<file path="src/rtl/axi_riscv_amo_pkg.sv">
// Shared types for the RISC-V atomics AXI initiator.
//   amo_op_e     : request opcode (LR, SC and the nine AMOs)
//   state_e      : initiator FSM states
//   ATOP_*       : AXI5 AWATOP encodings (little-endian AtomicLoad/AtomicSwap)
//   RESP_*       : AXI xRESP codes
//   atop_of()    : opcode -> AWATOP, 0 for LR/SC
//   resp_is_err(): SLVERR/DECERR detection
package axi_riscv_amo_pkg;

  typedef enum logic [3:0] {
    AMO_LR, AMO_SC, AMO_SWAP, AMO_ADD, AMO_XOR, AMO_AND,
    AMO_OR, AMO_MIN, AMO_MAX, AMO_MINU, AMO_MAXU
  } amo_op_e;

  typedef enum logic [2:0] {
    ST_IDLE, ST_AR, ST_R_WAIT, ST_AW_W, ST_RESP_WAIT, ST_RSP
  } state_e;

  localparam logic [5:0] ATOP_NONE = 6'b000000;
  localparam logic [5:0] ATOP_SWAP = 6'b110000;
  localparam logic [5:0] ATOP_ADD  = 6'b100000;
  localparam logic [5:0] ATOP_CLR  = 6'b100001;
  localparam logic [5:0] ATOP_EOR  = 6'b100010;
  localparam logic [5:0] ATOP_SET  = 6'b100011;
  localparam logic [5:0] ATOP_SMAX = 6'b100100;
  localparam logic [5:0] ATOP_SMIN = 6'b100101;
  localparam logic [5:0] ATOP_UMAX = 6'b100110;
  localparam logic [5:0] ATOP_UMIN = 6'b100111;

  localparam logic [1:0] RESP_OKAY   = 2'b00;
  localparam logic [1:0] RESP_EXOKAY = 2'b01;
  localparam logic [1:0] RESP_SLVERR = 2'b10;
  localparam logic [1:0] RESP_DECERR = 2'b11;

  function automatic logic [5:0] atop_of(amo_op_e op);
    case (op)
      AMO_SWAP: return ATOP_SWAP;
      AMO_ADD:  return ATOP_ADD;
      AMO_AND:  return ATOP_CLR;  // AND is issued as CLR of the inverted operand
      AMO_XOR:  return ATOP_EOR;
      AMO_OR:   return ATOP_SET;
      AMO_MIN:  return ATOP_SMIN;
      AMO_MAX:  return ATOP_SMAX;
      AMO_MINU: return ATOP_UMIN;
      AMO_MAXU: return ATOP_UMAX;
      default:  return ATOP_NONE;
    endcase
  endfunction

  function automatic logic resp_is_err(logic [1:0] resp);
    return (resp == RESP_SLVERR) || (resp == RESP_DECERR);
  endfunction

endpackage

</file>
<file path="src/rtl/axi_riscv_amo_master_if.sv">
// AXI5 channel subset used by the atomics initiator (single-beat, ATOP capable).
//   master modport: drives AW/W/AR payload+valid, B/R ready
//   slave modport : drives AW/W/AR ready, B/R payload+valid
interface axi_riscv_amo_master_if #(
  parameter int AddrWidth = 32,
  parameter int DataWidth = 64,
  parameter int IdWidth   = 4,
  parameter int UserWidth = 1
);
  logic                   aw_valid, aw_ready, aw_lock;
  logic [AddrWidth-1:0]   aw_addr;
  logic [IdWidth-1:0]     aw_id;
  logic [7:0]             aw_len;
  logic [2:0]             aw_size;
  logic [1:0]             aw_burst;
  logic [5:0]             aw_atop;
  logic [UserWidth-1:0]   aw_user;
  logic                   w_valid, w_ready, w_last;
  logic [DataWidth-1:0]   w_data;
  logic [DataWidth/8-1:0] w_strb;
  logic [UserWidth-1:0]   w_user;
  logic                   b_valid, b_ready;
  logic [1:0]             b_resp;
  logic                   ar_valid, ar_ready, ar_lock;
  logic [AddrWidth-1:0]   ar_addr;
  logic [IdWidth-1:0]     ar_id;
  logic [7:0]             ar_len;
  logic [2:0]             ar_size;
  logic [1:0]             ar_burst;
  logic [UserWidth-1:0]   ar_user;
  logic                   r_valid, r_ready;
  logic [DataWidth-1:0]   r_data;
  logic [1:0]             r_resp;

  modport master (
    output aw_valid, aw_lock, aw_addr, aw_id, aw_len, aw_size, aw_burst, aw_atop, aw_user,
    output w_valid, w_last, w_data, w_strb, w_user, b_ready,
    output ar_valid, ar_lock, ar_addr, ar_id, ar_len, ar_size, ar_burst, ar_user, r_ready,
    input  aw_ready, w_ready, b_valid, b_resp, ar_ready, r_valid, r_data, r_resp
  );

  modport slave (
    input  aw_valid, aw_lock, aw_addr, aw_id, aw_len, aw_size, aw_burst, aw_atop, aw_user,
    input  w_valid, w_last, w_data, w_strb, w_user, b_ready,
    input  ar_valid, ar_lock, ar_addr, ar_id, ar_len, ar_size, ar_burst, ar_user, r_ready,
    output aw_ready, w_ready, b_valid, b_resp, ar_ready, r_valid, r_data, r_resp
  );
endinterface

</file>
<file path="src/rtl/axi_riscv_amo_lane.sv">
// Combinational byte-lane placement for the atomics initiator.
//   addr_lsb : byte offset within the data bus (address already aligned)
//   size_64  : 1 = 64-bit access, 0 = 32-bit access
//   wdata    : core-side store/operand word
//   r_bus    : raw R channel data
//   w_data/w_strb : W payload, operand replicated across the bus with strobes at the target lane
//   rdata    : lane-extracted load value, 32-bit accesses sign-extended to the core word
module axi_riscv_amo_lane #(
  parameter int AxiDataWidth   = 64,
  parameter int RiscvWordWidth = 64,
  parameter int AxiAddrLSB     = $clog2(AxiDataWidth/8)
) (
  input  logic [AxiAddrLSB-1:0]     addr_lsb,
  input  logic                      size_64,
  input  logic [RiscvWordWidth-1:0] wdata,
  input  logic [AxiDataWidth-1:0]   r_bus,
  output logic [AxiDataWidth-1:0]   w_data,
  output logic [AxiDataWidth/8-1:0] w_strb,
  output logic [RiscvWordWidth-1:0] rdata
);
  localparam int StrbWidth = AxiDataWidth / 8;

  // Work in a fixed 64-bit frame so 32- and 64-bit buses share one datapath.
  logic [2:0]  boff;
  logic [63:0] wd_ext, r_ext, r_sh;
  logic [7:0]  strb_full;

  always_comb begin
    boff   = 3'(addr_lsb);
    wd_ext = 64'(wdata);
    r_ext  = 64'(r_bus);
    r_sh   = r_ext >> {boff, 3'b000};
    if (size_64) begin
      w_data    = AxiDataWidth'({2{wd_ext}});
      strb_full = 8'hFF;
      rdata     = RiscvWordWidth'(r_sh);
    end else begin
      w_data    = AxiDataWidth'({4{wd_ext[31:0]}});
      strb_full = 8'h0F << boff;
      rdata     = RiscvWordWidth'({{32{r_sh[31]}}, r_sh[31:0]});
    end
    w_strb = StrbWidth'(strb_full);
  end
endmodule

</file>
<file path="src/rtl/axi_riscv_amo_master.sv">
// Core-side AXI initiator for RISC-V LR/SC/AMO. One transaction outstanding.
//   clk_i, rst_i (sync, active-high)
//   req_*  : valid/ready request (op, byte addr, size 0=32b/1=64b, wdata)
//   rsp_*  : valid/ready response (rdata, error); SC rdata 0=success, 1=fail
//   axi_mst: AXI5 master modport (exclusive AR for LR, exclusive AW+W for SC, AW+W+ATOP for AMO)
// Optional build macro AXI_RISCV_AMO_MASTER_ALIGN_CHECK_EN: misaligned requests skip the bus and
// respond with error=1, rdata=0. Without it low address bits are cleared and the access issued.
//
// state        | meaning
// ST_IDLE      | ready for a request
// ST_AR        | exclusive read address presented (LR)
// ST_R_WAIT    | waiting for the LR read beat
// ST_AW_W      | AW and W presented, each retired on its own ready
// ST_RESP_WAIT | collecting B (and R for AMOs) in any order
// ST_RSP       | response held until accepted
module axi_riscv_amo_master
  import axi_riscv_amo_pkg::*;
#(
  parameter int                      AxiAddrWidth   = 32,
  parameter int                      AxiDataWidth   = 64,
  parameter int                      AxiIdWidth     = 4,
  parameter int                      AxiUserWidth   = 1,
  parameter logic [AxiIdWidth-1:0]   AxiId          = '0,
  parameter logic [AxiUserWidth-1:0] AxiUser        = '0,
  parameter int                      RiscvWordWidth = 64,
  parameter int                      AxiAddrLSB     = $clog2(AxiDataWidth/8)
) (
  input  logic                      clk_i,
  input  logic                      rst_i,
  input  logic                      req_valid_i,
  output logic                      req_ready_o,
  input  amo_op_e                   req_op_i,
  input  logic [AxiAddrWidth-1:0]   req_addr_i,
  input  logic                      req_size_i,
  input  logic [RiscvWordWidth-1:0] req_wdata_i,
  output logic                      rsp_valid_o,
  input  logic                      rsp_ready_i,
  output logic [RiscvWordWidth-1:0] rsp_rdata_o,
  output logic                      rsp_error_o,
  axi_riscv_amo_master_if.master    axi_mst
);
  state_e                    state_q, state_d;
  amo_op_e                   op_q;
  logic [AxiAddrWidth-1:0]   addr_q, req_addr_aligned;
  logic [RiscvWordWidth-1:0] wdata_q, operand, lane_rdata, rdata_q;
  logic                      size_q, err_q, misaligned, is_amo, b_hit, r_hit;
  logic                      aw_done_q, w_done_q, b_done_q, r_done_q;

  assign req_addr_aligned = req_addr_i & ~AxiAddrWidth'(req_size_i ? 3'd7 : 3'd3);
`ifdef AXI_RISCV_AMO_MASTER_ALIGN_CHECK_EN
  assign misaligned = (req_addr_i != req_addr_aligned);
`else
  assign misaligned = 1'b0;
`endif

  assign is_amo  = (op_q != AMO_LR) && (op_q != AMO_SC);
  assign operand = (op_q == AMO_AND) ? ~wdata_q : wdata_q;
  assign b_hit   = (state_q == ST_RESP_WAIT) && axi_mst.b_valid && !b_done_q;
  assign r_hit   = (state_q == ST_RESP_WAIT) && is_amo && axi_mst.r_valid && !r_done_q;

  axi_riscv_amo_lane #(
    .AxiDataWidth  (AxiDataWidth),
    .RiscvWordWidth(RiscvWordWidth),
    .AxiAddrLSB    (AxiAddrLSB)
  ) i_lane (
    .addr_lsb(addr_q[AxiAddrLSB-1:0]),
    .size_64 (size_q),
    .wdata   (operand),
    .r_bus   (axi_mst.r_data),
    .w_data  (axi_mst.w_data),
    .w_strb  (axi_mst.w_strb),
    .rdata   (lane_rdata)
  );

  assign axi_mst.aw_addr  = addr_q;
  assign axi_mst.aw_id    = AxiId;
  assign axi_mst.aw_len   = 8'd0;
  assign axi_mst.aw_size  = size_q ? 3'd3 : 3'd2;
  assign axi_mst.aw_burst = 2'b01;
  assign axi_mst.aw_lock  = (op_q == AMO_SC);
  assign axi_mst.aw_atop  = atop_of(op_q);
  assign axi_mst.aw_user  = AxiUser;
  assign axi_mst.w_last   = 1'b1;
  assign axi_mst.w_user   = AxiUser;
  assign axi_mst.ar_addr  = addr_q;
  assign axi_mst.ar_id    = AxiId;
  assign axi_mst.ar_len   = 8'd0;
  assign axi_mst.ar_size  = size_q ? 3'd3 : 3'd2;
  assign axi_mst.ar_burst = 2'b01;
  assign axi_mst.ar_lock  = 1'b1;
  assign axi_mst.ar_user  = AxiUser;
  assign rsp_rdata_o      = rdata_q;
  assign rsp_error_o      = err_q;

  always_comb begin
    state_d          = state_q;
    req_ready_o      = 1'b0;
    rsp_valid_o      = 1'b0;
    axi_mst.ar_valid = 1'b0;
    axi_mst.aw_valid = 1'b0;
    axi_mst.w_valid  = 1'b0;
    axi_mst.b_ready  = 1'b0;
    axi_mst.r_ready  = 1'b0;
    case (state_q)
      ST_IDLE: begin
        req_ready_o = !rst_i;
        if (req_valid_i) begin
          if (misaligned)              state_d = ST_RSP;
          else if (req_op_i == AMO_LR) state_d = ST_AR;
          else                         state_d = ST_AW_W;
        end
      end
      ST_AR: begin
        axi_mst.ar_valid = 1'b1;
        if (axi_mst.ar_ready) state_d = ST_R_WAIT;
      end
      ST_R_WAIT: begin
        axi_mst.r_ready = 1'b1;
        if (axi_mst.r_valid) state_d = ST_RSP;
      end
      ST_AW_W: begin
        axi_mst.aw_valid = !aw_done_q;
        axi_mst.w_valid  = !w_done_q;
        if ((aw_done_q || axi_mst.aw_ready) && (w_done_q || axi_mst.w_ready))
          state_d = ST_RESP_WAIT;
      end
      ST_RESP_WAIT: begin
        axi_mst.b_ready = 1'b1;
        axi_mst.r_ready = is_amo;
        if ((b_done_q || axi_mst.b_valid) && (!is_amo || r_done_q || axi_mst.r_valid))
          state_d = ST_RSP;
      end
      ST_RSP: begin
        rsp_valid_o = 1'b1;
        if (rsp_ready_i) state_d = ST_IDLE;
      end
      default: state_d = ST_IDLE;
    endcase
  end

  always_ff @(posedge clk_i) begin
    if (rst_i) begin
      state_q   <= ST_IDLE;
      op_q      <= AMO_LR;
      addr_q    <= '0;
      size_q    <= 1'b0;
      wdata_q   <= '0;
      rdata_q   <= '0;
      err_q     <= 1'b0;
      aw_done_q <= 1'b0;
      w_done_q  <= 1'b0;
      b_done_q  <= 1'b0;
      r_done_q  <= 1'b0;
    end else begin
      state_q <= state_d;
      case (state_q)
        ST_IDLE: if (req_valid_i) begin
          op_q      <= req_op_i;
          addr_q    <= req_addr_aligned;
          size_q    <= req_size_i;
          wdata_q   <= req_wdata_i;
          rdata_q   <= '0;
          err_q     <= misaligned;
          aw_done_q <= 1'b0;
          w_done_q  <= 1'b0;
          b_done_q  <= 1'b0;
          r_done_q  <= 1'b0;
        end
        ST_R_WAIT: if (axi_mst.r_valid) begin
          rdata_q <= lane_rdata;
          err_q   <= resp_is_err(axi_mst.r_resp);
        end
        ST_AW_W: begin
          aw_done_q <= aw_done_q || axi_mst.aw_ready;
          w_done_q  <= w_done_q || axi_mst.w_ready;
        end
        ST_RESP_WAIT: begin
          if (b_hit) begin
            b_done_q <= 1'b1;
            if (op_q == AMO_SC)
              rdata_q <= (axi_mst.b_resp == RESP_EXOKAY) ? '0 : RiscvWordWidth'(1);
          end
          if (r_hit) begin
            r_done_q <= 1'b1;
            rdata_q  <= lane_rdata;
          end
          err_q <= err_q | (b_hit && resp_is_err(axi_mst.b_resp))
                         | (r_hit && resp_is_err(axi_mst.r_resp));
        end
        default: ;
      endcase
    end
  end
endmodule
</file>
<file path="src/flat_wrapper.sv">
// flat-port wrapper written by rule: the top's interface ports become plain ports
module axi_riscv_amo_master_flat import axi_riscv_amo_pkg::*;
#(
  parameter int                      AxiAddrWidth   = 32,
  parameter int                      AxiDataWidth   = 64,
  parameter int                      AxiIdWidth     = 4,
  parameter int                      AxiUserWidth   = 1,
  parameter logic [AxiIdWidth-1:0]   AxiId          = '0,
  parameter logic [AxiUserWidth-1:0] AxiUser        = '0,
  parameter int                      RiscvWordWidth = 64,
  parameter int                      AxiAddrLSB     = $clog2(AxiDataWidth/8)
)
  (clk_i, rst_i, req_valid_i, req_ready_o, req_op_i, req_addr_i, req_size_i, req_wdata_i, rsp_valid_o, rsp_ready_i, rsp_rdata_o, rsp_error_o, axi_mst_aw_valid, axi_mst_aw_lock, axi_mst_aw_addr, axi_mst_aw_id, axi_mst_aw_len, axi_mst_aw_size, axi_mst_aw_burst, axi_mst_aw_atop, axi_mst_aw_user, axi_mst_w_valid, axi_mst_w_last, axi_mst_w_data, axi_mst_w_strb, axi_mst_w_user, axi_mst_b_ready, axi_mst_ar_valid, axi_mst_ar_lock, axi_mst_ar_addr, axi_mst_ar_id, axi_mst_ar_len, axi_mst_ar_size, axi_mst_ar_burst, axi_mst_ar_user, axi_mst_r_ready, axi_mst_aw_ready, axi_mst_w_ready, axi_mst_b_valid, axi_mst_b_resp, axi_mst_ar_ready, axi_mst_r_valid, axi_mst_r_data, axi_mst_r_resp);
  axi_riscv_amo_master_if axi_mst_i ();
  input  logic clk_i;
  input  logic rst_i;
  input  logic req_valid_i;
  output logic req_ready_o;
  input  amo_op_e req_op_i;
  input  logic [AxiAddrWidth-1:0] req_addr_i;
  input  logic req_size_i;
  input  logic [RiscvWordWidth-1:0] req_wdata_i;
  output logic rsp_valid_o;
  input  logic rsp_ready_i;
  output logic [RiscvWordWidth-1:0] rsp_rdata_o;
  output logic rsp_error_o;
  output wire logic [$bits(axi_mst_i.aw_valid)-1:0] axi_mst_aw_valid;
  output wire logic [$bits(axi_mst_i.aw_lock)-1:0] axi_mst_aw_lock;
  output wire logic [$bits(axi_mst_i.aw_addr)-1:0] axi_mst_aw_addr;
  output wire logic [$bits(axi_mst_i.aw_id)-1:0] axi_mst_aw_id;
  output wire logic [$bits(axi_mst_i.aw_len)-1:0] axi_mst_aw_len;
  output wire logic [$bits(axi_mst_i.aw_size)-1:0] axi_mst_aw_size;
  output wire logic [$bits(axi_mst_i.aw_burst)-1:0] axi_mst_aw_burst;
  output wire logic [$bits(axi_mst_i.aw_atop)-1:0] axi_mst_aw_atop;
  output wire logic [$bits(axi_mst_i.aw_user)-1:0] axi_mst_aw_user;
  output wire logic [$bits(axi_mst_i.w_valid)-1:0] axi_mst_w_valid;
  output wire logic [$bits(axi_mst_i.w_last)-1:0] axi_mst_w_last;
  output wire logic [$bits(axi_mst_i.w_data)-1:0] axi_mst_w_data;
  output wire logic [$bits(axi_mst_i.w_strb)-1:0] axi_mst_w_strb;
  output wire logic [$bits(axi_mst_i.w_user)-1:0] axi_mst_w_user;
  output wire logic [$bits(axi_mst_i.b_ready)-1:0] axi_mst_b_ready;
  output wire logic [$bits(axi_mst_i.ar_valid)-1:0] axi_mst_ar_valid;
  output wire logic [$bits(axi_mst_i.ar_lock)-1:0] axi_mst_ar_lock;
  output wire logic [$bits(axi_mst_i.ar_addr)-1:0] axi_mst_ar_addr;
  output wire logic [$bits(axi_mst_i.ar_id)-1:0] axi_mst_ar_id;
  output wire logic [$bits(axi_mst_i.ar_len)-1:0] axi_mst_ar_len;
  output wire logic [$bits(axi_mst_i.ar_size)-1:0] axi_mst_ar_size;
  output wire logic [$bits(axi_mst_i.ar_burst)-1:0] axi_mst_ar_burst;
  output wire logic [$bits(axi_mst_i.ar_user)-1:0] axi_mst_ar_user;
  output wire logic [$bits(axi_mst_i.r_ready)-1:0] axi_mst_r_ready;
  input wire logic [$bits(axi_mst_i.aw_ready)-1:0] axi_mst_aw_ready;
  input wire logic [$bits(axi_mst_i.w_ready)-1:0] axi_mst_w_ready;
  input wire logic [$bits(axi_mst_i.b_valid)-1:0] axi_mst_b_valid;
  input wire logic [$bits(axi_mst_i.b_resp)-1:0] axi_mst_b_resp;
  input wire logic [$bits(axi_mst_i.ar_ready)-1:0] axi_mst_ar_ready;
  input wire logic [$bits(axi_mst_i.r_valid)-1:0] axi_mst_r_valid;
  input wire logic [$bits(axi_mst_i.r_data)-1:0] axi_mst_r_data;
  input wire logic [$bits(axi_mst_i.r_resp)-1:0] axi_mst_r_resp;
  assign axi_mst_aw_valid = axi_mst_i.aw_valid;
  assign axi_mst_aw_lock = axi_mst_i.aw_lock;
  assign axi_mst_aw_addr = axi_mst_i.aw_addr;
  assign axi_mst_aw_id = axi_mst_i.aw_id;
  assign axi_mst_aw_len = axi_mst_i.aw_len;
  assign axi_mst_aw_size = axi_mst_i.aw_size;
  assign axi_mst_aw_burst = axi_mst_i.aw_burst;
  assign axi_mst_aw_atop = axi_mst_i.aw_atop;
  assign axi_mst_aw_user = axi_mst_i.aw_user;
  assign axi_mst_w_valid = axi_mst_i.w_valid;
  assign axi_mst_w_last = axi_mst_i.w_last;
  assign axi_mst_w_data = axi_mst_i.w_data;
  assign axi_mst_w_strb = axi_mst_i.w_strb;
  assign axi_mst_w_user = axi_mst_i.w_user;
  assign axi_mst_b_ready = axi_mst_i.b_ready;
  assign axi_mst_ar_valid = axi_mst_i.ar_valid;
  assign axi_mst_ar_lock = axi_mst_i.ar_lock;
  assign axi_mst_ar_addr = axi_mst_i.ar_addr;
  assign axi_mst_ar_id = axi_mst_i.ar_id;
  assign axi_mst_ar_len = axi_mst_i.ar_len;
  assign axi_mst_ar_size = axi_mst_i.ar_size;
  assign axi_mst_ar_burst = axi_mst_i.ar_burst;
  assign axi_mst_ar_user = axi_mst_i.ar_user;
  assign axi_mst_r_ready = axi_mst_i.r_ready;
  assign axi_mst_i.aw_ready = axi_mst_aw_ready;
  assign axi_mst_i.w_ready = axi_mst_w_ready;
  assign axi_mst_i.b_valid = axi_mst_b_valid;
  assign axi_mst_i.b_resp = axi_mst_b_resp;
  assign axi_mst_i.ar_ready = axi_mst_ar_ready;
  assign axi_mst_i.r_valid = axi_mst_r_valid;
  assign axi_mst_i.r_data = axi_mst_r_data;
  assign axi_mst_i.r_resp = axi_mst_r_resp;
  axi_riscv_amo_master #(.AxiAddrWidth(AxiAddrWidth), .AxiDataWidth(AxiDataWidth), .AxiIdWidth(AxiIdWidth), .AxiUserWidth(AxiUserWidth), .AxiId(AxiId), .AxiUser(AxiUser), .RiscvWordWidth(RiscvWordWidth), .AxiAddrLSB(AxiAddrLSB)) u_core (.clk_i(clk_i), .rst_i(rst_i), .req_valid_i(req_valid_i), .req_ready_o(req_ready_o), .req_op_i(req_op_i), .req_addr_i(req_addr_i), .req_size_i(req_size_i), .req_wdata_i(req_wdata_i), .rsp_valid_o(rsp_valid_o), .rsp_ready_i(rsp_ready_i), .rsp_rdata_o(rsp_rdata_o), .rsp_error_o(rsp_error_o), .axi_mst(axi_mst_i));
endmodule
</file>
<file path="config.mk">
export PLATFORM = sky130hd
export DESIGN_NAME = axi_riscv_amo_master_flat
export DESIGN_NICKNAME = d
export VERILOG_FILES = /design/src/rtl/axi_riscv_amo_pkg.sv /design/src/rtl/axi_riscv_amo_master_if.sv /design/src/rtl/axi_riscv_amo_lane.sv /design/src/rtl/axi_riscv_amo_master.sv /design/src/flat_wrapper.sv
export SDC_FILE = /design/constraint.sdc
export NUM_CORES = 1
export LEC_CHECK = 0
export CAP_MARGIN = 20
export CORE_AREA = 2 2 166 168
export CTS_CLUSTER_DIAMETER = 120
export DETAILED_ROUTE_END_ITERATION = 6
export DIE_AREA = 0 0 168 170
export PLACE_DENSITY = 0.77
export SLEW_MARGIN = 20
export SYNTH_ARGS = -nofsm -noshare
export SYNTH_HDL_FRONTEND = slang
export SYNTH_SLANG_ARGS = --single-unit
</file>
<file path="constraint.sdc">
create_clock -name clk_i -period 3 [get_ports clk_i]
set_clock_uncertainty 0.2 [all_clocks]
set_input_delay 0.3 -clock clk_i [delete_from_list [all_inputs] [get_ports clk_i]]
set_output_delay 0.3 -clock clk_i [all_outputs]
set_load 0.05 [all_outputs]
</file>
==> impl_metrics.toml <==
[drt]
routed-via-count = 8643
drc = 0
via_per_inst = 4.92
avgRoutedWirePerCell_um = 16.9
drtIter0Drc = 556
antenna_left = 0
routed_wl_um = 29700
drtPass1Iterations = 5

[synth]
syn_avg_cell_area_sq_um = 8.40
yosys_warnings = 0
synth_edf_count = 0
synth_ff_type = "dfxtp_1"
ys_async_sr_fraction_pct = 0
synth.largest_area_cell = "dfxtp_1"
synth_area_leaders = "dfxtp_1, mux2i_1, nand2_1"
synthCells = 1101
synth_seq_cells = 176
yosysSeqAreaShare_pct = 38.1
yosys.cell_types.count = 53
syn_area_sq_mm = 0.00925
synth_top_area_share_pct = 38.1

[cells_and_area]
nNetsFinal = 1585
areaGrowthSynthToFinish_pct = 51.0
antenna_cells = 0
register_area_sq_mm = 0.00353
final_util_pct = 52.4
multi_input_area_sq_mm = 0.00485
postLayoutCellArea_sq_mm = 0.0140
layout_common_cells = "clkdlybuf4s50_1, nand2_1, dfxtp_1, a21oi_1, mux2i_1"
drive_gt1_share_pct = 12.6
fin_cells = 1758
nFillCells = 2426
final_common_cell = "clkdlybuf4s50_1"

[clocking]
clk_latency_ps = 420
cts_tree = "yes"
numClockSinks = 176
cts_root_buf = "clkbuf_16"
cts_buffers = 17
ctsHoldBuffers = 0
htree_levels = 4
cts_buffer_depth = 2
clkTransAtPathRegs_ps = 70

[power]
p_int_mw = 6.42
p_sw_mw = 5.68
leakagePower_nw = 5.47
peakVddDrop_mv = 0.441
comb_power_share_pct = 55.8
power_frac_seq_pct = 26.0
switching_share_pct = 46.9
power.density_mw_per_mm2 = 867
clkPwrFrac_pct = 18.2

[sta]
finalSetupTns_ps = 0
timing.final.crit_period_ps = 2880
worst_slew_pin_slew_ps = 711
fmax_mhz = 347
slew_violations = 0
relSlewSlack_pct = 52.6
rsz0062_at_grt = "no"
fin_crit_sh_pct = 95.9
whs_ps = 110
setup-violations-final = 0
final-hold-violation-count = 0

[global_routing]
grt_overflow_total = 0
grt_pass1_vias = 8362
grt.total_usage_pct = 19.7
antenna_found_initial = 0
grt_first_pass_wirelength_um = 45100
grt_max_degree = 65

[setup_path]
crit_chain = "nand2_1 -> nor3_2 -> buf_4 -> xor2_1 -> clkdlybuf4s50_1"
r2r_slack_ps = 540
cp-end-kind = "output port"
crit_end = "axi_mst_w_data[28]"
timing.rr.start = "u_core.state_q[1]"
critPathMaxFanout = 13
crit_type = "register to output port"
required_ps = 2500
reg2reg_depth = 5
crit_start = "u_core.op_q[2]"
rr_endpoint = "u_core.rsp_rdata_o[13]"
cpMaxStageDelayCell = "clkdlybuf4s50_1"
cp-start-kind = "register"
crit_arrival_ps = 2380
slowest_delay_ps = 830

[min_path]
hold_path_class = "input port to register"
hp-start = "rst_i"
whs_path_depth = 2

[floorplan]
die_h_um = 170
core-area_sq_mm = 0.0267
io_pins = 432
die_x_um = 168
rows = 60
dieArea_sq_mm = 0.0286
start_util_pct = 34.7

[placement]
placed_cell_area_sq_mm = 0.0134
dp_hpwl_um = 21400
place_inst = 1726
portBuffers = 386
gp_congestion = 0.820

[job]
drv_cap = 0

[status]
status = "completed"
## cell families after synthesis
family,after synthesis,synth area share (%)
simple gates,381,18.1
buf+inv,179,11.6
flops,176,38.1
compound gates,166,11.2
mux,130,14.5
xor+xnor,64,6.06
fa+ha+maj,3,0.406
other cells,2,0.0812
## flip-flops by register name, indices dropped and copies added, names as in the netlist
signal and count:
u_core.op_q 4, u_core.rsp_rdata_o 64, u_core.axi_mst.aw_atop 5, u_core.size_q 1
u_core.rsp_error_o 1, u_core.wdata_q 64, u_core.axi_mst.ar_addr 30, u_core.aw_done_q 1
u_core.w_done_q 1, u_core.b_done_q 1, u_core.state_q 3, u_core.r_done_q 1
## repair_timing
| item | in CTS | in global routing |
|---|---|---|
| resized for setup | 0 | 5 |
| buffers inserted | 0 | 0 |
| setup endpoints to repair | 0 | 5 |
## synthesized netlist by cell type (all sizes together) (5+ instances only)
cell type	count
o2bb2ai	32
mux2	30
a22oi	5
nor3b	8
mux2i	100
xnor2	32
dfxtp	176
clkbuf	49
nand3	63
a21oi	101
o21ai	7
buf	124
nor3	6
inv	6
xor2	32
nor2	15
nand2	266
## routing by layer
layer | vias to the layer above | part of all wire (%) | track usage (%)
li1 | 4179 | - | -
met1 | 4085 | 41 | 23.1
met2 | 342 | 48 | 34.1
met3 | 37 | 8.5 | 6.33
met4 | 0 | 2.5 | 6.62
met5 | - | 0 | 0
## worst max-delay path: cells and delay by family, from the launching register on
kind | cells | cell delay (ps)
buffers and inverters | 2 | 1100
and+or+nand+nor | 2 | 200
DFF | 1 | 470
xor gates and xnor gates | 1 | 180
## cell type report
class,count,share of cell area (%)
clock inverters,14,1.00
well taps,341,3.06
flip-flops and latches,176,25.3
multi-input cells,786,34.7
repair buffers,417,32.6
inverters,6,0.161
clock buffers,18,3.14
## stage by stage
step           power [mW]  setup WS (ps)
6_report             12.1            122
5_1_grt              12.7           11.2
4_1_cts              12.2           42.1
3_5_place_dp         9.96            431
3_3_place_gp         9.89            498
2_1_floorplan        7.71            353
## worst min-delay path by stage
stage	slack, ps	to
finish	110	u_core.w_done_q
CTS	90	u_core.w_done_q
global route	120	u_core.axi_mst.ar_addr[9]
floorplan	240	u_core.wdata_q[32]
global placement	240	u_core.wdata_q[44]
detailed placement	250	u_core.wdata_q[34]
## power groups by stage
stage	registers, mW	logic (mW)	clock network [mW]
2_1_floorplan	3.82	3.89	0
3_3_place_gp	3.17	6.71	0
3_5_place_dp	3.19	6.77	0
4_1_cts	3.14	6.79	2.27
5_1_grt	3.20	7.09	2.37
6_report	3.14	6.75	2.21
No activity file was read; power rests on OpenSTA's default activity.
